==> src/rtl/branch_redirect_ctrl_pkg.sv <==
// Shared types and constants for the branch redirect controller.
// It holds the FSM state encodings, the default PC width and the target alignment check.
package branch_redirect_ctrl_pkg;

  localparam int XLEN_DEF = 32;

  typedef enum logic [1:0] {
    RD_IDLE     = 2'd0,
    RD_REDIRECT = 2'd1,
    RD_FLUSH    = 2'd2
  } rd_state_t;

  // Targets must be word aligned; a nonzero low pair of bits is a misaligned fetch.
  function automatic logic is_misaligned(input logic [1:0] low_bits);
    return low_bits != 2'b00;
  endfunction

endpackage

==> src/rtl/branch_redirect_ctrl_sat_counter.sv <==
// Counter that saturates at all-ones and never wraps.
// A synchronous clear takes priority over an increment in the same cycle.
module sat_counter #(
  parameter int W = 32
) (
  input  logic         clk,
  input  logic         rst,
  input  logic         clr,
  input  logic         inc,
  output logic [W-1:0] count
);

  always_ff @(posedge clk) begin
    if (rst || clr) begin
      count <= '0;
    end else if (inc && (count != '1)) begin
      count <= count + W'(1);
    end
  end

endmodule

==> src/rtl/branch_redirect_ctrl.sv <==
// Turns a resolved taken branch or jump from EX into a registered PC redirect toward IF.
// It also raises a multi-cycle wrong-path flush and keeps the branch and taken counters.
module branch_redirect_ctrl
  import branch_redirect_ctrl_pkg::*;
#(
  parameter int XLEN        = XLEN_DEF,
  parameter int FLUSH_DEPTH = 2,
  parameter int CNT_W       = 32
) (
  input  logic             clk,
  input  logic             rst,
  input  logic             ex_valid,
  input  logic             ex_branch,
  input  logic             ex_taken,
  input  logic             ex_jump,
  input  logic [XLEN-1:0]  ex_target,
  input  logic             if_stall,
  input  logic             cnt_clr,
  output logic             pc_load,
  output logic [XLEN-1:0]  redirect_pc,
  output logic             flush,
  output logic             busy,
  output logic             misalign_pulse,
  output logic [CNT_W-1:0] br_count,
  output logic [CNT_W-1:0] taken_count,
  output logic [1:0]       dbg_state
);

  localparam int FW = (FLUSH_DEPTH > 2) ? $clog2(FLUSH_DEPTH) : 1;

  rd_state_t      state;
  logic [FW-1:0]  fcnt;
  logic           evt;
  logic           in_idle;

  assign evt       = ex_valid & ((ex_branch & ex_taken) | ex_jump);
  assign in_idle   = (state == RD_IDLE);
  assign busy      = ~in_idle;
  assign dbg_state = state;

  // IF handshake: pc_load is a valid that holds with a stable redirect_pc
  // until a cycle where if_stall is low, which is the cycle the load is taken.
  always_ff @(posedge clk) begin
    if (rst) begin
      state          <= RD_IDLE;
      pc_load        <= 1'b0;
      flush          <= 1'b0;
      redirect_pc    <= '0;
      misalign_pulse <= 1'b0;
      fcnt           <= '0;
    end else begin
      misalign_pulse <= 1'b0;
      case (state)
        RD_IDLE: begin
          if (evt) begin
            if (is_misaligned(ex_target[1:0])) begin
              misalign_pulse <= 1'b1;
            end else begin
              redirect_pc <= ex_target;
              pc_load     <= 1'b1;
              flush       <= 1'b1;
              state       <= RD_REDIRECT;
            end
          end
        end
        RD_REDIRECT: begin
          if (!if_stall) begin
            pc_load <= 1'b0;
            if (FLUSH_DEPTH == 1) begin
              flush <= 1'b0;
              state <= RD_IDLE;
            end else begin
              fcnt  <= FW'(FLUSH_DEPTH - 2);
              state <= RD_FLUSH;
            end
          end
        end
        RD_FLUSH: begin
          if (fcnt == '0) begin
            flush <= 1'b0;
            state <= RD_IDLE;
          end else begin
            fcnt <= fcnt - FW'(1);
          end
        end
        default: begin
          pc_load <= 1'b0;
          flush   <= 1'b0;
          state   <= RD_IDLE;
        end
      endcase
    end
  end

  // Wrong-path instructions arrive while busy, so only IDLE cycles are counted.
  sat_counter #(.W(CNT_W)) u_br_cnt (
    .clk   (clk),
    .rst   (rst),
    .clr   (cnt_clr),
    .inc   (in_idle & ex_valid & ex_branch),
    .count (br_count)
  );

  sat_counter #(.W(CNT_W)) u_taken_cnt (
    .clk   (clk),
    .rst   (rst),
    .clr   (cnt_clr),
    .inc   (in_idle & ex_valid & ex_branch & ex_taken),
    .count (taken_count)
  );

endmodule

==> config.mk <==
export PLATFORM = sky130hd
export DESIGN_NAME = branch_redirect_ctrl
export DESIGN_NICKNAME = d
export VERILOG_FILES = /design/src/rtl/branch_redirect_ctrl_pkg.sv /design/src/rtl/branch_redirect_ctrl_sat_counter.sv /design/src/rtl/branch_redirect_ctrl.sv
export SDC_FILE = /design/constraint.sdc
export NUM_CORES = 1
export LEC_CHECK = 0
export CAP_MARGIN = 15
export CORE_MARGIN = 2
export CORE_UTILIZATION = 36
export CTS_CLUSTER_DIAMETER = 40
export DETAILED_ROUTE_END_ITERATION = 8
export PLACE_DENSITY = 0.71
export SLEW_MARGIN = 20
export SYNTH_ARGS = -nofsm -noshare
export SYNTH_HDL_FRONTEND = slang
export SYNTH_SLANG_ARGS = --single-unit
==> constraint.sdc <==
create_clock -name clk -period 3.4 [get_ports clk]
set_clock_uncertainty 0.15 [all_clocks]
set_input_delay 0.68 -clock clk [delete_from_list [all_inputs] [get_ports clk]]
set_output_delay 0.68 -clock clk [all_outputs]
set_load 0.05 [all_outputs]
After elaboration in Yosys (flattened, before gate mapping)
Cells that the tools add are included.
Widths: inputs -> output; s select.
{"block": "classes", "mux": 14, "n_reduce_logical": 12, "n_eq_ne": 8, "addsub": 3, "bitwise": 11}
{"operator": "$add 32x1->32 const B", "count": 2}
{"operator": "$ne 32x32->1 const B", "count": 2}
{"operator": "$reduce_and 4->1", "count": 3}
{"operator": "$mux 2", "count": 4}
{"operator": "$ne 2x2->1 const B", "count": 4}
{"operator": "$mux 1", "count": 6}
{"operator": "$pmux 1 s3", "count": 2}
{"operator": "$pmux 2 s3", "count": 1}
{"operator": "$and 1x1->1", "count": 5}
{"operator": "$not 1->1", "count": 5}
{"operator": "$reduce_bool 2->1", "count": 2}
{"operator": "$reduce_and 3->1", "count": 1}
{"operator": "$reduce_or 3->1", "count": 1}
{"operator": "$eq 2x1->1 const B", "count": 1}
{"operator": "$eq 2x2->1 const B", "count": 1}
{"operator": "$logic_and 1x1->1", "count": 2}
{"operator": "$logic_not 2->1", "count": 1}
{"operator": "$pmux 1 s2", "count": 1}
{"operator": "$reduce_and 2->1", "count": 1}
{"operator": "$logic_or 1x1->1", "count": 1}
{"operator": "$or 1x1->1", "count": 1}
{"operator": "$sub 1x1->1 const B", "count": 1}
{"block": "totals", "reg_bits": 102, "input_bits": 40, "elab_cells": 56}

Logic depth before layout (Yosys ltp)
Gate-level depths: netlist of run 1.
{"block": "depth", "ltp_word": 5, "ltp_mapped": 8, "depth_no_buf": 6}

By module
From an unflattened synthesis of run 1, not the netlist that was laid out.
{"block": "hier_totals", "hier_cells": 536, "area_unflattened_um2": 4988.5}
{"module": "sat_counter", "cells_per_inst": 189, "n_inst": 2, "area_per_inst_um2": 1681.6, "seq_area_each_um2": 640.6}
{"module": "branch_redirect_ctrl", "cells_per_inst": 158, "n_inst": 1, "area_per_inst_um2": 1625.3, "seq_area_each_um2": 740.7}

Worst setup path after synthesis of run 1
Ideal clock, no wire load.
{"block": "synth_path", "path_type": "register to register", "from": "reg u_br_cnt.count[1]", "to": "reg u_br_cnt.count[30]", "setup_ps": 70, "path_slack_ps": 934, "required_ps": 3180, "path_stages_with_launch": 8, "synth_period_minus_slack_ps": 2466, "t_arrival_ps": 2245, "cell_sequence": "dfxtp_1 > ha_1 > and4_1 > nand4_2 > a211o_1 > buf_2 > or4_1 > a21oi_1"}
{"block": "synth_via", "elab_chain_cells": 2, "elab_cells_between_ends": 3, "classes_between": "add/sub (1); eq/ne (1); reduce/logical (1)"}
{"item": "start, declared", "line_no": "branch_redirect_ctrl_sat_counter.sv:10", "rtl": "output logic [W-1:0] count"}
{"item": "start signal, assigned", "line_no": "branch_redirect_ctrl_sat_counter.sv:17", "rtl": "count <= count + W'(1);"}
{"item": "branches (longest 2 deep; another with $add 32x1->32)"}
Several ways; the timed one is not identified.
A chain may end at the register's enable or synchronous reset.

Worst setup path after layout of run 1
{"block": "layout_path", "from": "in ex_branch", "to": "reg u_br_cnt.count[30]"}
{"block": "layout_via", "elab_chain_cells": 2}
{"item": "start, declared", "line_no": "branch_redirect_ctrl.sv:13", "rtl": "input logic ex_branch,"}
{"item": "$and 1x1->1", "line_no": "branch_redirect_ctrl.sv:100", "rtl": ".inc (in_idle & ex_valid & ex_branch),"}
{"item": "$logic_and 1x1->1", "line_no": "branch_redirect_ctrl_sat_counter.sv:16", "rtl": "end else if (inc && (count != '1)) begin"}
No other way between the ends.

==> results of run 1 <==
==> where the power goes <==
| part | total (mW) | internal [mW] | switching (mW) |
|---|---|---|---|
| sequential | 1.20 | 1.19 | 0.00712 |
| clock | 0.951 | 0.512 | 0.440 |
| combinational | 0.180 | 0.0769 | 0.103 |
==> worst paths after layout <==
path | startpoint | endpoint | slack (ns) | depth (start not counted)
worst min-delay path | redirect_pc[23] | redirect_pc[23] | 0.30 | 2
worst max-delay path | ex_branch | u_br_cnt.count[30] | 0.78 | 6
worst min register to register | redirect_pc[23] | redirect_pc[23] | 0.30 | 2
worst max register to register | u_taken_cnt.count[9] | u_taken_cnt.count[27] | 0.88 | 5
==> cell type report <==
type,instances,area (sq um)
Timing Repair Buffer,150,1480
Fill cell,1222,6200
Sequential cell,101,2020
Clock inverter,4,23.8
Clock buffer,11,243
Tap cell,172,215
Multi-Input combinational cell,430,2520
Inverter,5,18.8
==> sequential cells by signal (all words and copies together), names as in the netlist <==
| signal | cells |
|---|---|
| redirect_pc | 32 |
| u_br_cnt.count | 32 |
| u_taken_cnt.count | 32 |
| dbg_state | 2 |
| flush | 1 |
| misalign_pulse | 1 |
| pc_load | 1 |
==> per-layer routing <==
layer / GRT usage, % / routed length [um] / up-vias
li1: - / - / 2382
met4: 6.40 / 202 / 0
met2: 30.5 / 6240 / 152
met5: 0 / 0 / -
met3: 7.34 / 1120 / 17
met1: 21.7 / 5520 / 2292
==> critical path: cells and delay by family <==
family	cells	cell delay, ns
AND/OR/NAND/NOR	3	0.93
AO/OA/AOI/OAI	2	0.57
buffers and inverters	1	0.56
==> cells by family (layout without fill, tap and decap cells) <==
logic type | Yosys count | after routing
adders and majority gates | 2 | 2
and+or+nand+nor | 269 | 269
buffers and inverters | 37 | 170
muxes | 2 | 2
DFF | 101 | 101
xor gates and xnor gates | 5 | 5
AOI/OAI and AO/OA | 152 | 152
==> cells in the final DEF (no fill, tap or decap), types with 15 or more instances in the layout <==
| master | n |
|---|---|
| a21oi_1 | 77 |
| clkdlybuf4s50_1 | 141 |
| dfxtp_1 | 101 |
| nand2_1 | 95 |
| nand3_1 | 24 |
| nand4_1 | 22 |
| nor2_1 | 15 |
| o21ai_0 | 21 |
| o31ai_1 | 25 |
| or3_1 | 28 |
| or4_1 | 26 |
==> impl_metrics.tcl, run 1 <==
set metrics [dict create \
    status "finished, final reports clean" \
    hold_class "flip-flop to flip-flop" \
    synth_area_sq_um 4720 \
    worst_pin_slew_ns 0.770 \
    synthMuxAreaShare_pct 0.424 \
    synth_top_family_by_area "simple AND/OR/NAND/NOR gates" \
    grt_max_degree 60 \
    critical_path.startpoint_type "input pin" \
    maxCapViolCount 0 \
    p_leak_nw 2.00 \
    grt_usage_pct 18.5 \
    critical_path_class "input pin to flip-flop" \
    htree_levels 3 \
    synth_compound_area_share_pct 19.3 \
    dr.pass1.iters 4 \
    syn_to_final_growth_pct 38.1 \
    synth_xor_xnor_area_share_pct 0.927 \
    core_area_sq_um 12700 \
    grt_pass1_vias 4616 \
    cts_setup_buffers 0 \
    p_per_area_nw_per_um2 358 \
    numPortBuffers 141 \
    wl_mm 13.1 \
    cts_buffers 9 \
    ys_types 51 \
    routedWlPerCell_um 15.0 \
    grt_first_pass_wirelength_mm 21.7 \
    synth_edf_count 0 \
    required_ns 3.52 \
    fin_crit_sh_pct 77.1 \
    crit_slowest_cell "clkdlybuf4s50_1" \
    worst_setup_path_end_kind "flip-flop" \
    overflow 0 \
    n_antenna_cell 0 \
    place_congestion 0.852 \
    avgSynthCellArea_sq_um 8.32 \
    rsz0062_at_grt "false" \
    clkSlewWorstSetupHoldPaths_ns 0.07 \
    synth-simple-area-share_pct 32.1 \
    fin_total_pwr_mw 2.33 \
    cts_hold_buf 0 \
    yosys_warnings 0 \
    ys_top_cells_by_area "dfxtp_1 (43%), a21oi_1 (8.2%), nand2_1 (7.5%)" \
    cts.sinks 101 \
    fin_util_pct 51.3 \
    fp-row-count 41 \
    synth.top_cell.area_share_pct 42.8 \
    yosys_most_used_dff "dfxtp_1" \
    period_needed_ns 2.62 \
    setup_viol 0 \
    cp_data_arrival_time_ns 2.75 \
    pre_cts_slack_ns 0.453 \
    dp_cells 858 \
    vias_per_cell 5.55 \
    hold_viol 0 \
    clock_latency_ns 0.34 \
    synth_seq_cells 101 \
    seq_area_frac_synth_pct 42.8 \
    placed_area_sq_um 6260 \
    max_stage_delay_ns 0.56 \
    vdd_ir_drop_max_mv 0.337 \
    die_area_sq_um 14100 \
    worstPathCellList "clkdlybuf4s50_1, and4bb_2, nand4_2, a211o_1, or4_1, a21oi_1" \
    ios 142 \
    holdWs_ns 0.303 \
    final_max_slew_viol_count 0 \
    setup_tns_ns 0 \
    synthTopCellsByCount "dfxtp_1 (101), nand2_1 (95), a21oi_1 (77), or3_1 (28), or4_1 (26)" \
    worstPathMaxFanout 11 \
    cts-resized-gates 0 \
    final_cell_area_sq_um 6520 \
    drcViolationCount 0 \
    postRouteAntennaNets 0 \
    cts_tree "built" \
    ctsRootBufferMaster "clkbuf_16" \
    yosysTopAreaCell "dfxtp_1" \
    antenna_found_initial 0 \
    die_h_um 119 \
    yosysMostFrequentCell "dfxtp_1" \
    synthArstFlopShare_pct 0 \
    relSlewSlack_pct 48.5 \
    cts_buffer_depth 2 \
    dpl.hpwl_mm 9.37 \
    dieWidth_um 119 \
    synth_nets 610 \
    start_util_pct 37.1 \
    fin_ws_ns 0.778 \
    layout-drive-gt1-share_pct 6.99 \
    stdcell_count 873 \
    syn_inst 568 \
    nNetsFinal 739 \
    synth_fa_ha_area_share_pct 0.530 \
    max_freq_mhz 381 \
    drtIter0Drc 342 \
    num_vias 4843 \
]
(Power assumes the default switching activity.)
==> run 2, diff against run 1 <==
--- a/config.mk
+++ b/config.mk
@@ -10,7 +10,7 @@
 export CORE_UTILIZATION = 36
 export CTS_CLUSTER_DIAMETER = 40
 export DETAILED_ROUTE_END_ITERATION = 8
-export PLACE_DENSITY = 0.71
+export PLACE_DENSITY = 0.73
 export SLEW_MARGIN = 20
 export SYNTH_ARGS = -nofsm -noshare
 export SYNTH_HDL_FRONTEND = slang
==> constraint.sdc (replaced) <==
create_clock -name clk -period 2.3 [get_ports clk]
set_clock_uncertainty 0.15 [all_clocks]
set_input_delay 0.46 -clock clk [delete_from_list [all_inputs] [get_ports clk]]
set_output_delay 0.46 -clock clk [all_outputs]
set_load 0.05 [all_outputs]
==> run 2 against run 1 <==
Net effect:
- routed wire length increased by 7.8%
- via count increased by 2.8%
- final area increased by 7.2%
- sequential cell count unchanged
- first-iteration DRC count decreased by 1.5%
- cell count increased by 3.7%
- critical path type is now flip-flop to primary output
- largest cell class unchanged
- largest power group is now the clock network
==> impl_metrics.tcl, run 2 (synthesis results as in run 1) <==
set metrics [dict create \
    ios 142 \
    worst_setup_path_end_kind "primary output" \
    clkSlewWorstSetupHoldPaths_ns 0.07 \
    cts_buffer_depth 2 \
    ff_latch_area_sq_um 2060 \
    final_common_cell "clkdlybuf4s50_1" \
    ctsRootBufferMaster "clkbuf_16" \
    nNetsFinal 770 \
    critical_path_buf_inv_count 1 \
    dr.pass1.iters 4 \
    max_stage_delay_ns 0.85 \
    postRouteAntennaNets 0 \
    crit_slowest_cell "clkdlybuf4s50_1" \
    syn_to_final_growth_pct 48.0 \
    fin_total_pwr_mw 3.84 \
    hold_viol 0 \
    setup_viol 0 \
    final_max_slew_viol_count 0 \
    drcViolationCount 0 \
    critical_path.startpoint_type "flip-flop" \
    grt_usage_pct 19.3 \
    die_area_sq_um 14100 \
    grt_first_pass_wirelength_mm 22.6 \
    hold_class "flip-flop to flip-flop" \
    n_antenna_cell 0 \
    grt_max_degree 60 \
    vias_per_cell 5.50 \
    dieWidth_um 119 \
    cp_data_arrival_time_ns 1.64 \
    maxCapViolCount 0 \
    drtIter0Drc 337 \
    p_leak_nw 2.35 \
    dp_cells 883 \
    status "finished, final reports clean" \
    layout-drive-gt1-share_pct 16.9 \
    antenna_found_initial 0 \
    fin_crit_sh_pct 97.9 \
    place_congestion 0.850 \
    largest_registers "redirect_pc (32), u_br_cnt.count (32), u_taken_cnt.count (32)" \
    p_per_area_nw_per_um2 549 \
    grt_pass1_vias 4669 \
    cts_buffers 9 \
    multi_input_area_sq_um 2550 \
    stdcell_count 905 \
    required_ns 1.69 \
    die_h_um 119 \
    worst_pin_slew_ns 0.534 \
    wl_mm 14.1 \
    path_delay_family "buffers and inverters" \
    start_util_pct 37.1 \
    vdd_ir_drop_max_mv 0.501 \
    routedWlPerCell_um 15.6 \
    dpl.hpwl_mm 9.78 \
    critical_path_class "flip-flop to primary output" \
    clock_latency_ns 0.34 \
    cts.sinks 101 \
    numPortBuffers 141 \
    num-fill-cells 1181 \
    period_needed_ns 2.25 \
    worstPathCellList "clkdlybuf4s50_1" \
    core_area_sq_um 12700 \
    num_vias 4979 \
    cts_tree "built" \
    htree_levels 3 \
    relSlewSlack_pct 64.3 \
    fp-row-count 41 \
    final_cell_mix "clkdlybuf4s50_1 (129), nand2_1 (95), a21oi_1 (77)" \
    max_freq_mhz 444 \
    worstPathMaxFanout 7 \
    overflow 0 \
]
## run 2: where the power goes
part	internal, mW	switching (mW)
registers	1.77	0.0105
logic	0.123	0.156
clock network	1.12	0.662
total	3.01	0.828
## run 2: stage by stage
stage	setup TNS [ns]	setup slack [ns]	utilization (%)	hold slack, ns	area [sq um]
floorplan	-0.00270	-0.00270	-	0.389	4760
global placement	-11.90	-0.344	51.1	0.292	6500
detailed placement	-14.34	-0.405	51.1	0.297	6500
CTS	0	0.00116	54.0	0.306	6870
global route	-0.193	-0.0448	54.9	0.320	6990
finish	0	0.0478	54.9	0.304	6990
## run 2: timing repair
item                       4_1_cts  5_1_grt
pin swaps                        0        3
setup buffers                    0        4
gates cloned                     0        2
setup endpoints to repair        7       35
hold buffers                     0        0
resized for setup                5       12
## run 2: path summary, 6_finish.rpt
path	from	endpoint	slack, ns	cells after the start
hold reg to reg	redirect_pc[15]	redirect_pc[15]	0.30	2
setup / recovery	u_br_cnt.count[3]	br_count[3]	0.05	1
hold / removal	redirect_pc[15]	redirect_pc[15]	0.30	2
setup reg to reg	dbg_state[1]	u_taken_cnt.count[23]	0.05	6
## run 2: layout make-up
class | count | share of cell area [%]
multi-input cells | 430 | 36.5
flip-flops and latches | 101 | 29.5
repair buffers | 181 | 25.5
clock buffers | 11 | 3.62
well taps | 172 | 3.08
clock inverters | 5 | 1.52
inverters | 5 | 0.268
## run 2: routing by layer
metal | up-vias | share of wire, % | GRT usage, %
li1 | 2436 | - | -
met1 | 2364 | 42 | 23.0
met2 | 162 | 49 | 32.3
met3 | 17 | 7.3 | 7.29
met4 | 0 | 1.3 | 5.73
met5 | - | 0 | 0
